**src/rtl/pe_pkg.sv**
```systemverilog
// rtl/pe_pkg.sv - shared PE operand constants and 3x3 window packing order
package pe_pkg;

  localparam int PIX_W = 8;
  localparam int KSIZE = 3;
  localparam int WIN_W = KSIZE * KSIZE * PIX_W;

  // Window tap indices; tap 0 lands in the MSBs of the packed bus.
  localparam int W_TL = 0;
  localparam int W_TM = 1;
  localparam int W_TR = 2;
  localparam int W_ML = 3;
  localparam int W_MM = 4;
  localparam int W_MR = 5;
  localparam int W_BL = 6;
  localparam int W_BM = 7;
  localparam int W_BR = 8;

endpackage

```
**src/rtl/row_delay.sv**
```systemverilog
// rtl/row_delay.sv - enable-gated DEPTH-stage pixel delay line (one image row)
module row_delay #(
  parameter int DEPTH = 8,
  parameter int WIDTH = 8
) (
  input  logic             clk,
  input  logic             en_i,
  input  logic [WIDTH-1:0] din_i,
  output logic [WIDTH-1:0] dout_o
);

  logic [WIDTH-1:0] mem_q [DEPTH];

  // Contents are never reset: consumers only look at them after DEPTH fresh shifts.
  always_ff @(posedge clk) begin
    if (en_i) begin
      mem_q[0] <= din_i;
      for (int i = 1; i < DEPTH; i++) begin
        mem_q[i] <= mem_q[i-1];
      end
    end
  end

  assign dout_o = mem_q[DEPTH-1];

endmodule

```
**src/rtl/pe_window_feeder.sv**
```systemverilog
// rtl/pe_window_feeder.sv - raster pixel stream to registered 3x3 windows for one PE
module pe_window_feeder #(
  parameter int PIX_W = pe_pkg::PIX_W,
  parameter int IMG_W = 8,
  parameter int IMG_H = 8
) (
  input  logic                                  clk,
  input  logic                                  reset,
  input  logic                                  in_valid,
  input  logic [PIX_W-1:0]                      in_data,
  input  logic                                  flush,
  output logic [pe_pkg::KSIZE*pe_pkg::KSIZE*PIX_W-1:0] win_out,
  output logic                                  win_en,
  output logic                                  frame_done,
  output logic                                  busy
);
  import pe_pkg::*;

  localparam int NTAP     = KSIZE * KSIZE;
  localparam int WIN_BITS = NTAP * PIX_W;
  localparam int CW       = $clog2(IMG_W);
  localparam int RW       = $clog2(IMG_H);
  localparam logic [CW-1:0] COL_LAST = CW'(IMG_W - 1);
  localparam logic [RW-1:0] ROW_LAST = RW'(IMG_H - 1);
  localparam logic [CW-1:0] COL_MIN  = CW'(KSIZE - 1);
  localparam logic [RW-1:0] ROW_MIN  = RW'(KSIZE - 1);

  logic                accept;
  logic [PIX_W-1:0]    up1, up2;
  logic [CW-1:0]       col_q, col_d;
  logic [RW-1:0]       row_q, row_d;
  logic [WIN_BITS-1:0] win_out_q, win_out_d;
  logic                win_en_q, win_en_d;
  logic                frame_done_q, frame_done_d;
  logic [WIN_BITS-1:0] win_pack;
  logic [PIX_W-1:0]    tap [NTAP];

  // Per image row: [0] = column c-1, [1] = column c-2; index 0 is the oldest row.
  logic [1:0][PIX_W-1:0] hs_q [KSIZE];
  logic [1:0][PIX_W-1:0] hs_d [KSIZE];

  assign accept = in_valid && !flush;

  row_delay #(.DEPTH(IMG_W), .WIDTH(PIX_W)) u_row_delay_1 (
    .clk    (clk),
    .en_i   (accept),
    .din_i  (in_data),
    .dout_o (up1)
  );

  row_delay #(.DEPTH(IMG_W), .WIDTH(PIX_W)) u_row_delay_2 (
    .clk    (clk),
    .en_i   (accept),
    .din_i  (up1),
    .dout_o (up2)
  );

  always_comb begin
    tap[W_TL] = hs_q[0][1];
    tap[W_TM] = hs_q[0][0];
    tap[W_TR] = up2;
    tap[W_ML] = hs_q[1][1];
    tap[W_MM] = hs_q[1][0];
    tap[W_MR] = up1;
    tap[W_BL] = hs_q[2][1];
    tap[W_BM] = hs_q[2][0];
    tap[W_BR] = in_data;
    win_pack = '0;
    for (int k = 0; k < NTAP; k++) begin
      win_pack[WIN_BITS-1-k*PIX_W -: PIX_W] = tap[k];
    end
  end

  always_comb begin
    col_d        = col_q;
    row_d        = row_q;
    hs_d         = hs_q;
    win_out_d    = win_out_q;
    win_en_d     = 1'b0;
    frame_done_d = 1'b0;
    if (accept) begin
      hs_d[0] = {hs_q[0][0], up2};
      hs_d[1] = {hs_q[1][0], up1};
      hs_d[2] = {hs_q[2][0], in_data};
      if (col_q == COL_LAST) begin
        col_d = '0;
        row_d = (row_q == ROW_LAST) ? '0 : row_q + 1'b1;
      end else begin
        col_d = col_q + 1'b1;
      end
      // Requiring col>=2 keeps the horizontal taps inside the current row.
      if (row_q >= ROW_MIN && col_q >= COL_MIN) begin
        win_en_d     = 1'b1;
        win_out_d    = win_pack;
        frame_done_d = (row_q == ROW_LAST) && (col_q == COL_LAST);
      end
    end
    if (flush) begin
      col_d = '0;
      row_d = '0;
    end
  end

  always_ff @(posedge clk) begin
    if (reset) begin
      col_q        <= '0;
      row_q        <= '0;
      win_out_q    <= '0;
      win_en_q     <= 1'b0;
      frame_done_q <= 1'b0;
    end else begin
      col_q        <= col_d;
      row_q        <= row_d;
      win_out_q    <= win_out_d;
      win_en_q     <= win_en_d;
      frame_done_q <= frame_done_d;
    end
  end

  always_ff @(posedge clk) begin
    hs_q <= hs_d;
  end

  assign win_out    = win_out_q;
  assign win_en     = win_en_q;
  assign frame_done = frame_done_q;
  assign busy       = (row_q != '0) || (col_q != '0);

endmodule

```
**config.mk**
```make
export PLATFORM = sky130hd
export DESIGN_NAME = pe_window_feeder
export DESIGN_NICKNAME = d
export VERILOG_FILES = /design/src/rtl/pe_pkg.sv /design/src/rtl/row_delay.sv /design/src/rtl/pe_window_feeder.sv
export SDC_FILE = /design/constraint.sdc
export NUM_CORES = 1
export LEC_CHECK = 0
export CAP_MARGIN = 20
export CORE_MARGIN = 4
export CORE_UTILIZATION = 55
export CTS_CLUSTER_DIAMETER = 80
export DETAILED_ROUTE_END_ITERATION = 10
export PLACE_DENSITY_LB_ADDON = 0.08
export SYNTH_ARGS = -nofsm -noshare
export SYNTH_HDL_FRONTEND = slang
export SYNTH_SLANG_ARGS = --single-unit
```
**constraint.sdc**
```tcl
create_clock -name clk -period 18.9 [get_ports clk]
set_input_delay 3.78 -clock clk [delete_from_list [all_inputs] [get_ports clk]]
set_output_delay 3.78 -clock clk [all_outputs]
set_load 0.02 [all_outputs]
```
After elaboration in Yosys (flattened, before gate mapping) --
Memories as Yosys holds them, arrays and structs flattened. Cells that the tools add are included.
Storage, ports and cells: logic and storage cells 38, memories kept 2, bits in registers 128, input bits 12, output and inout port bits 75, memory bits (writable) 128
Memory list:
- u_row_delay_1.mem_q | depth 8, bits a word 8, rd ports 8, clocked after Yosys merged registers in 0, write ports 8, RTL line row_delay.sv:12 | logic [WIDTH-1:0] mem_q [DEPTH];
- u_row_delay_2.mem_q | depth 8, bits a word 8, rd ports 8, clocked after Yosys merged registers in 0, write ports 8, RTL line row_delay.sv:12
Cells by class: add/subtract/negate cells 2, equal/unequal tests 2, $lt $le $gt $ge 2, bitwise gates (word level) 2, reductions and logical operators 12, muxes and demuxes 5
Operator list (count):
- 3-bit by 1-bit adder with 3-bit output (second input constant) | 2
- 3-bit == test (second input constant) | 2
- 3-bit by 2-bit greater-or-equal comparator with 1-bit output (second input constant) | 2
- 3-bit 2-to-1 mux | 2
- 3-bit nonzero test | 2
- 2-bit AND reduction | 2
- 2-bit OR reduction | 2
- 1-bit logical AND | 3
- 1-bit 2-to-1 mux | 3
- 3-bit OR reduction | 1
- 1-bit NOT | 2
- 1-bit zero test | 1
- 1-bit logical OR | 1

Depth between registers and ports, before layout --
Gate-level depths: netlist (run 1).
word-level depth 4, mapped depth 7, mapped depth without buffers 5

Hierarchy --
Synthesis (run 1) repeated with hierarchy kept, for this count alone.
Unflattened totals: cell total of the unflattened synthesis 551, area, all modules 9069.9 sq um
Modules (own cells, without submodules):
- pe_window_feeder | area each 5106.1 sq um, cells an instance 407, instances 1, seq. area each 3042.9 sq um
- row_delay | area each 1981.9 sq um, cells an instance 72, instances 2, seq. area each 1921.8 sq um

Least setup slack after synthesis (run 1) --
Ideal clock, no wire load.
path kind input -> register, start point input in_valid, end point register hs_q[0] (netlist bit), enable pin, setup time 0.652 ns, buffers on the path 1, path slack 8.258 ns, cell stages on the path 3, arrival 9.991 ns, cells stage by stage buf_4 -> inv_2 -> nor2_1
Between the ends: longest elaborated chain between the ends 1
RTL lines:
- start, declared | RTL line pe_window_feeder.sv:9 | input logic in_valid,
- 1-bit logical AND | RTL line pe_window_feeder.sv:42 | assign accept = in_valid && !flush;
- end signal, assigned | RTL line pe_window_feeder.sv:121 | hs_q <= hs_d;
- end, declared | RTL line pe_window_feeder.sv:39 | logic [1:0][PIX_W-1:0] hs_q [KSIZE];
Every way passes these cells. A chain may end at the register's enable or synchronous reset.

==> impl_metrics.json, run 1 <==
{
  "status": "completed",
  "cts_buffers": 23,
  "synthDistinctLibCells": 21,
  "startpoint": "in_valid",
  "hpwl_um": 7447,
  "synth_top_area_frac": 0.5382,
  "track_usage": 0.1533,
  "postSynth.asyncResetShare": 0,
  "root_buffer": "clkbuf_16",
  "ir_worst_vdd_uv": 79.77,
  "yosysTopAreaCell": "edfxtp_1",
  "synth_edf_count": 144,
  "nets": 614,
  "clock_latency_ps": 480,
  "max-slew-margin-rel": 0.3233,
  "rsz0062_at_grt": "no",
  "slew_viol_final": 0,
  "clock-sinks": 224,
  "yosys-top-cells-count": "144 x edfxtp_1, 144 x nand2b_1, 80 x dfxtp_1",
  "skew_ps": 5.973,
  "dr_total_vias": 3939,
  "path_max_fanout": 78,
  "reg2reg_from": "col_q[1]$_SDFFE_PP0N_",
  "synth_area_leaders": "edfxtp_1 54%, dfxtp_1 20%, nand2b_1 11%",
  "rr_endpoint": "win_out[13]$_SDFFE_PP0P_",
  "tns_ps": 0,
  "yosysSeqAreaShare": 0.7375,
  "wl_per_cell_um": 15.83,
  "crit_type": "input pin to register",
  "tightest_slew_ps": 1015,
  "dr.first_iter.drc_count": 254,
  "clockBufferDepth": 3,
  "syn_area_um2": 8035,
  "ys.flop_type": "edfxtp_1",
  "worstSetupEndpointType": "register",
  "critical-path-top-delay-family": "buffers and inverters",
  "final_util": 0.6873,
  "port_buffers": 86,
  "finalCritPeriodShare": 0.3216,
  "synthCells": 505,
  "syn_nets": 525,
  "holdCritPathClass": "register to register",
  "grt_max_degree": 148,
  "ant_nets": 0,
  "cp_num_buf_inv": 4,
  "first_pass_iters": 4,
  "start_kind": "input pin",
  "crit_path_frequent_cell": "buf_4",
  "cts_max_level": 1,
  "viasPerCell": 4.986,
  "ios": 87,
  "core_um2": 14100,
  "fmax_mhz": 164.5,
  "finalSetupViolCount": 0,
  "cts_tree": "done",
  "routed_wirelength_um": 12510,
  "max_cap_viol_count": 0,
  "post_cts_buffers": 0,
  "crit_end": "u_row_delay_1.mem_q[0][7]$_DFFE_PN_",
  "synth_warnings": 0,
  "syn_area_per_cell_um2": 15.91,
  "cts_resized": 0,
  "grt-ovfl-total": 0,
  "rows": 43,
  "hold_violations": 0,
  "die_h_um": 128.9,
  "grt_pass1_vias": 4054,
  "drive_gt1_frac": 0.06721,
  "cellLeakagePower_nw": 3.218,
  "hold_buffers": 0,
  "setup_ws_ps": 12820,
  "grt_pass1_wl_um": 20570,
  "rr_worst_depth": 5,
  "post-place-ws_ps": 12310,
  "powerDensity_nw_per_um2": 103.1,
  "crit_arrival_ps": 6180,
  "n_antenna_cell": 0,
  "layout_min_cycle_time_ps": 6078,
  "cp.depth": 5,
  "max_stage_delay_ps": 870,
  "fp.dieW_um": 128.9,
  "start_util": 0.5700,
  "slowest_stage": "buf_4",
  "areaGrowthSynthToFinish_pct": 20.57,
  "antenna_found_initial": 0,
  "clk_pin_slew_worst_paths_ps": 60,
  "gp_congestion": 0.7651,
  "r2r_slack_ps": 16960,
  "post-route-drc-count": 0,
  "cp_cell_sequence": "clkdlybuf4s50_1, inv_2, nor2_4, buf_4, buf_4",
  "required_ps": 19000,
  "die_area_um2": 16610,
  "ys_ff_latch": 224
}
-- per-stage QoR --
step | instance area, µm² | cells | hold WS (ps) | total power [W]
finish | 9688 | 790 | 413.3 | 0.0009988
global route | 9688 | 790 | 420.5 | 0.001039
CTS | 9688 | 790 | 415.5 | 0.001012
detailed placement | 8946 | 749 | 404.5 | 0.0005712
global placement | 8946 | 749 | 401.3 | 0.0005704
floorplan | 8035 | 505 | 400.3 | 0.0005651
-- state kept, by name, summed over array words and instances, names as in the netlist --
signal,flops
frame_done,1
col_q,3
hs_q,44
win_en,1
u_row_delay_2.mem_q,50
win_out,72
u_row_delay_1.mem_q,50
row_q,3
-- layout by cell type, fill, tap and decap left out --
cell             count
nor4_4               1
nand2_1              3
nor3b_1              1
nand3_1              3
a21oi_1              3
mux2i_1             75
bufinv_16            3
nor2_4               1
dfxtp_1             80
clkbuf_1             4
clkinv_1             5
clkbuf_16           23
and4b_1              1
nor3_1               2
clkbuf_8             1
edfxtp_1           144
ha_1                 8
clkinv_2             4
nor2b_1              1
inv_2                1
clkdlybuf4s50_1     85
buf_4                5
nand2b_1           144
inv_6                1
nor2_1               6
or2_2                1
inv_1                4
-- report_power, final --
group	internal, W	leakage [nW]	switching (W)	total [W]
registers	0.000534	2.00	0.00000486	0.000539
logic	0.00000918	0.857	0.0000125	0.0000217
clock network	0.000268	0.366	0.000171	0.000439
-- worst register-to-register path, stage by stage (launching register included) --
cell	delay (ps)
dfxtp_1	410
ha_1	200
nor3_1	70
nor4_4	230
buf_4	630
mux2i_1	320
-- how the worst min path moves through the flow --
stage                                    startpoint                                    to  slack (ps)  depth (start not counted)
2_1_floorplan  u_row_delay_1.mem_q[0][16]$_DFFE_PN_  u_row_delay_1.mem_q[0][24]$_DFFE_PN_         400                          0
3_3_place_gp   u_row_delay_1.mem_q[1][11]$_DFFE_PN_  u_row_delay_1.mem_q[1][19]$_DFFE_PN_         400                          0
3_5_place_dp    u_row_delay_1.mem_q[1][5]$_DFFE_PN_  u_row_delay_1.mem_q[1][13]$_DFFE_PN_         400                          0
4_1_cts         u_row_delay_1.mem_q[1][5]$_DFFE_PN_  u_row_delay_1.mem_q[1][13]$_DFFE_PN_         420                          0
5_1_grt        u_row_delay_1.mem_q[0][18]$_DFFE_PN_  u_row_delay_1.mem_q[0][26]$_DFFE_PN_         420                          0
6_report        u_row_delay_1.mem_q[1][5]$_DFFE_PN_  u_row_delay_1.mem_q[1][13]$_DFFE_PN_         410                          0
-- routing by layer --
layer	vias up	global-route usage	routed length, µm
met1	1904	0.2093	5573
met2	83	0.2476	6020
met3	20	0.04193	720
met4	0	0.03644	191
met5	-	0	0
li1	1932	-	-
-- kinds of logic (layout without fill, tap and decap cells) --
logic type	Yosys count	after routing	share of synthesized area
fa+ha+maj	8	8	0.01246
compound gates	3	3	0.001868
buf+inv	31	136	0.02849
mux	75	75	0.09343
simple gates	164	164	0.1263
flops	224	224	0.7375
-- area by class of cell --
class	instances	area [µm²]
clock inverters	13	137.6
repair buffers	90	888.4
well taps	180	225.2
clock buffers	28	604.3
multi-input cells	250	1888
flip-flops and latches	224	5926
inverters	5	18.77
fillers	972	4408
Power figures use the tool's default switching activity.
==> run 2, diff against run 1 <==
- CORE_UTILIZATION: 55 -> 50
- clock period: 18.9 -> 4.9 ns (I/O delays scaled with it)
==> impl_metrics.json, run 2 (same netlist as run 1, synthesis figures left out) <==
{
  "sw_frac_of_total": 0.1936,
  "tns_ps": 0,
  "skew_ps": 11.04,
  "port_buffers": 86,
  "slew_viol_final": 0,
  "final_cell_mix": "144 x nand2b_1, 144 x edfxtp_1, 85 x clkdlybuf4s50_1",
  "rr_worst_depth": 5,
  "routed_wirelength_um": 12820,
  "drive_gt1_frac": 0.06199,
  "areaGrowthSynthToFinish_pct": 21.02,
  "nets": 616,
  "sequentialPowerShare": 0.559,
  "fp.dieW_um": 134.8,
  "max_cap_viol_count": 0,
  "tightest_slew_ps": 704.0,
  "hold_violations": 0,
  "wl_per_cell_um": 15.46,
  "ir_worst_vdd_uv": 238.7,
  "powerDensity_nw_per_um2": 381.9,
  "cp_cell_sequence": "inv_1, ha_1, nand3_1, clkdlybuf4s50_1",
  "die_h_um": 134.8,
  "grt_pass1_wl_um": 20900,
  "status": "completed",
  "ios": 87,
  "cp_num_buf_inv": 2,
  "max_stage_delay_ps": 600,
  "layout_min_cycle_time_ps": 2800,
  "crit_type": "register to output pin",
  "fmax_mhz": 357.1,
  "cts_max_level": 1,
  "startpoint": "col_q[0]$_SDFFE_PP0N_",
  "cts_buffers": 23,
  "clk_pin_slew_worst_paths_ps": 60,
  "max-slew-margin-rel": 0.5307,
  "first_pass_iters": 4,
  "cts_resized": 0,
  "cp.depth": 4,
  "pwr-share-clk": 0.417,
  "hold_buffers": 0,
  "p_comb_frac": 0.024,
  "cts_tree": "done",
  "whs_ps": 416.1,
  "finalCritPeriodShare": 0.5715,
  "final_util": 0.6144,
  "die_area_um2": 18160,
  "grt_max_degree": 148,
  "required_ps": 3920,
  "holdCritPathClass": "register to register",
  "rows": 46,
  "post_cts_buffers": 0,
  "clock-sinks": 224,
  "ant_nets": 0,
  "worstSetupEndpointType": "output pin",
  "hold_depth": 0,
  "start_kind": "register",
  "finalNonFillerCells": 829,
  "viasPerCell": 4.794,
  "cellLeakagePower_nw": 3.204,
  "path_max_fanout": 4,
  "track_usage": 0.1420,
  "antenna_found_initial": 0,
  "reg2reg_from": "col_q[1]$_SDFFE_PP0N_",
  "intPower_w": 0.002995,
  "critical-path-top-delay-family": "buffers and inverters",
  "start_util": 0.5077,
  "dr_total_vias": 3974,
  "dp.cells": 786,
  "rsz0062_at_grt": "no",
  "n_antenna_cell": 0,
  "post-route-drc-count": 0,
  "dr.first_iter.drc_count": 236,
  "clock_latency_ps": 490,
  "fillers": 1198,
  "min-delay-start": "u_row_delay_1.mem_q[0][17]$_DFFE_PN_",
  "grt-ovfl-total": 0,
  "gp_congestion": 0.6806,
  "slowest_stage": "clkdlybuf4s50_1",
  "crit_arrival_ps": 1820,
  "finalSetupViolCount": 0,
  "core_um2": 15830,
  "clockBufferDepth": 3,
  "grt_pass1_vias": 4103,
  "post-place-ws_ps": 1885,
  "largest_reg_flops": 72,
  "power.net_switching_w": 0.0007189,
  "root_buffer": "clkbuf_16",
  "hpwl_um": 7554,
  "setup_ws_ps": 2100
}
[run 2: changes by cell type in the layout (fill, tap and decap cells not counted)]
cell and delta:
buf_16 +1, buf_4 -1, clkinv_1 +1, bufinv_16 -3, clkbuf_1 +5, clkinv_2 -3
buf_12 +2, clkbuf_8 +1
[run 2: area by class of cell]
type | instances | area [µm²] | area share
Sequential cell | 224 | 5926 | 0.6094
Multi-Input combinational cell | 250 | 1888 | 0.1942
Timing Repair Buffer | 92 | 948.4 | 0.09753
Clock buffer | 34 | 636.9 | 0.06549
Tap cell | 216 | 270.3 | 0.02779
Clock inverter | 8 | 36.28 | 0.003731
Inverter | 5 | 18.77 | 0.001930
[run 2: final timing paths]
kind	endpoint	slack, ps
max	busy	2100
min	u_row_delay_1.mem_q[0][25]$_DFFE_PN_	420
max reg2reg	win_out[11]$_SDFFE_PP0P_	2980
min reg2reg	u_row_delay_1.mem_q[0][25]$_DFFE_PN_	420
[run 2: power by group through the flow]
stage          Clock [W]  Sequential, W  Combinational (W)
6_report         0.00155        0.00208          0.0000902
5_1_grt          0.00168        0.00208          0.0000999
4_1_cts          0.00160        0.00208          0.0000903
3_5_place_dp           0        0.00212          0.0000901
3_3_place_gp           0        0.00211          0.0000884
2_1_floorplan          0        0.00211          0.0000614
[run 2: worst register-to-register path, stage by stage (launching register included)]
cell and delay, ps:
dfxtp_1 420, ha_1 190, nor3_1 70, nor4_4 230, buf_4 600, mux2i_1 330
[run 2: layer usage]
| layer | up-vias | global-route usage | share of wire |
|---|---|---|---|
| met5 | - | 0 | 0 |
| met4 | 0 | 0.03450 | 0.018 |
| met3 | 21 | 0.04359 | 0.060 |
| met2 | 81 | 0.2279 | 0.47 |
| met1 | 1930 | 0.1914 | 0.45 |
| li1 | 1942 | - | - |
[run 2: stage by stage]
stage / power [W] / area, µm²
floorplan: 0.002172 / 8043
global route: 0.003864 / 9724
detailed placement: 0.002206 / 9024
global placement: 0.002203 / 9024
finish: 0.003713 / 9724
CTS: 0.003769 / 9697
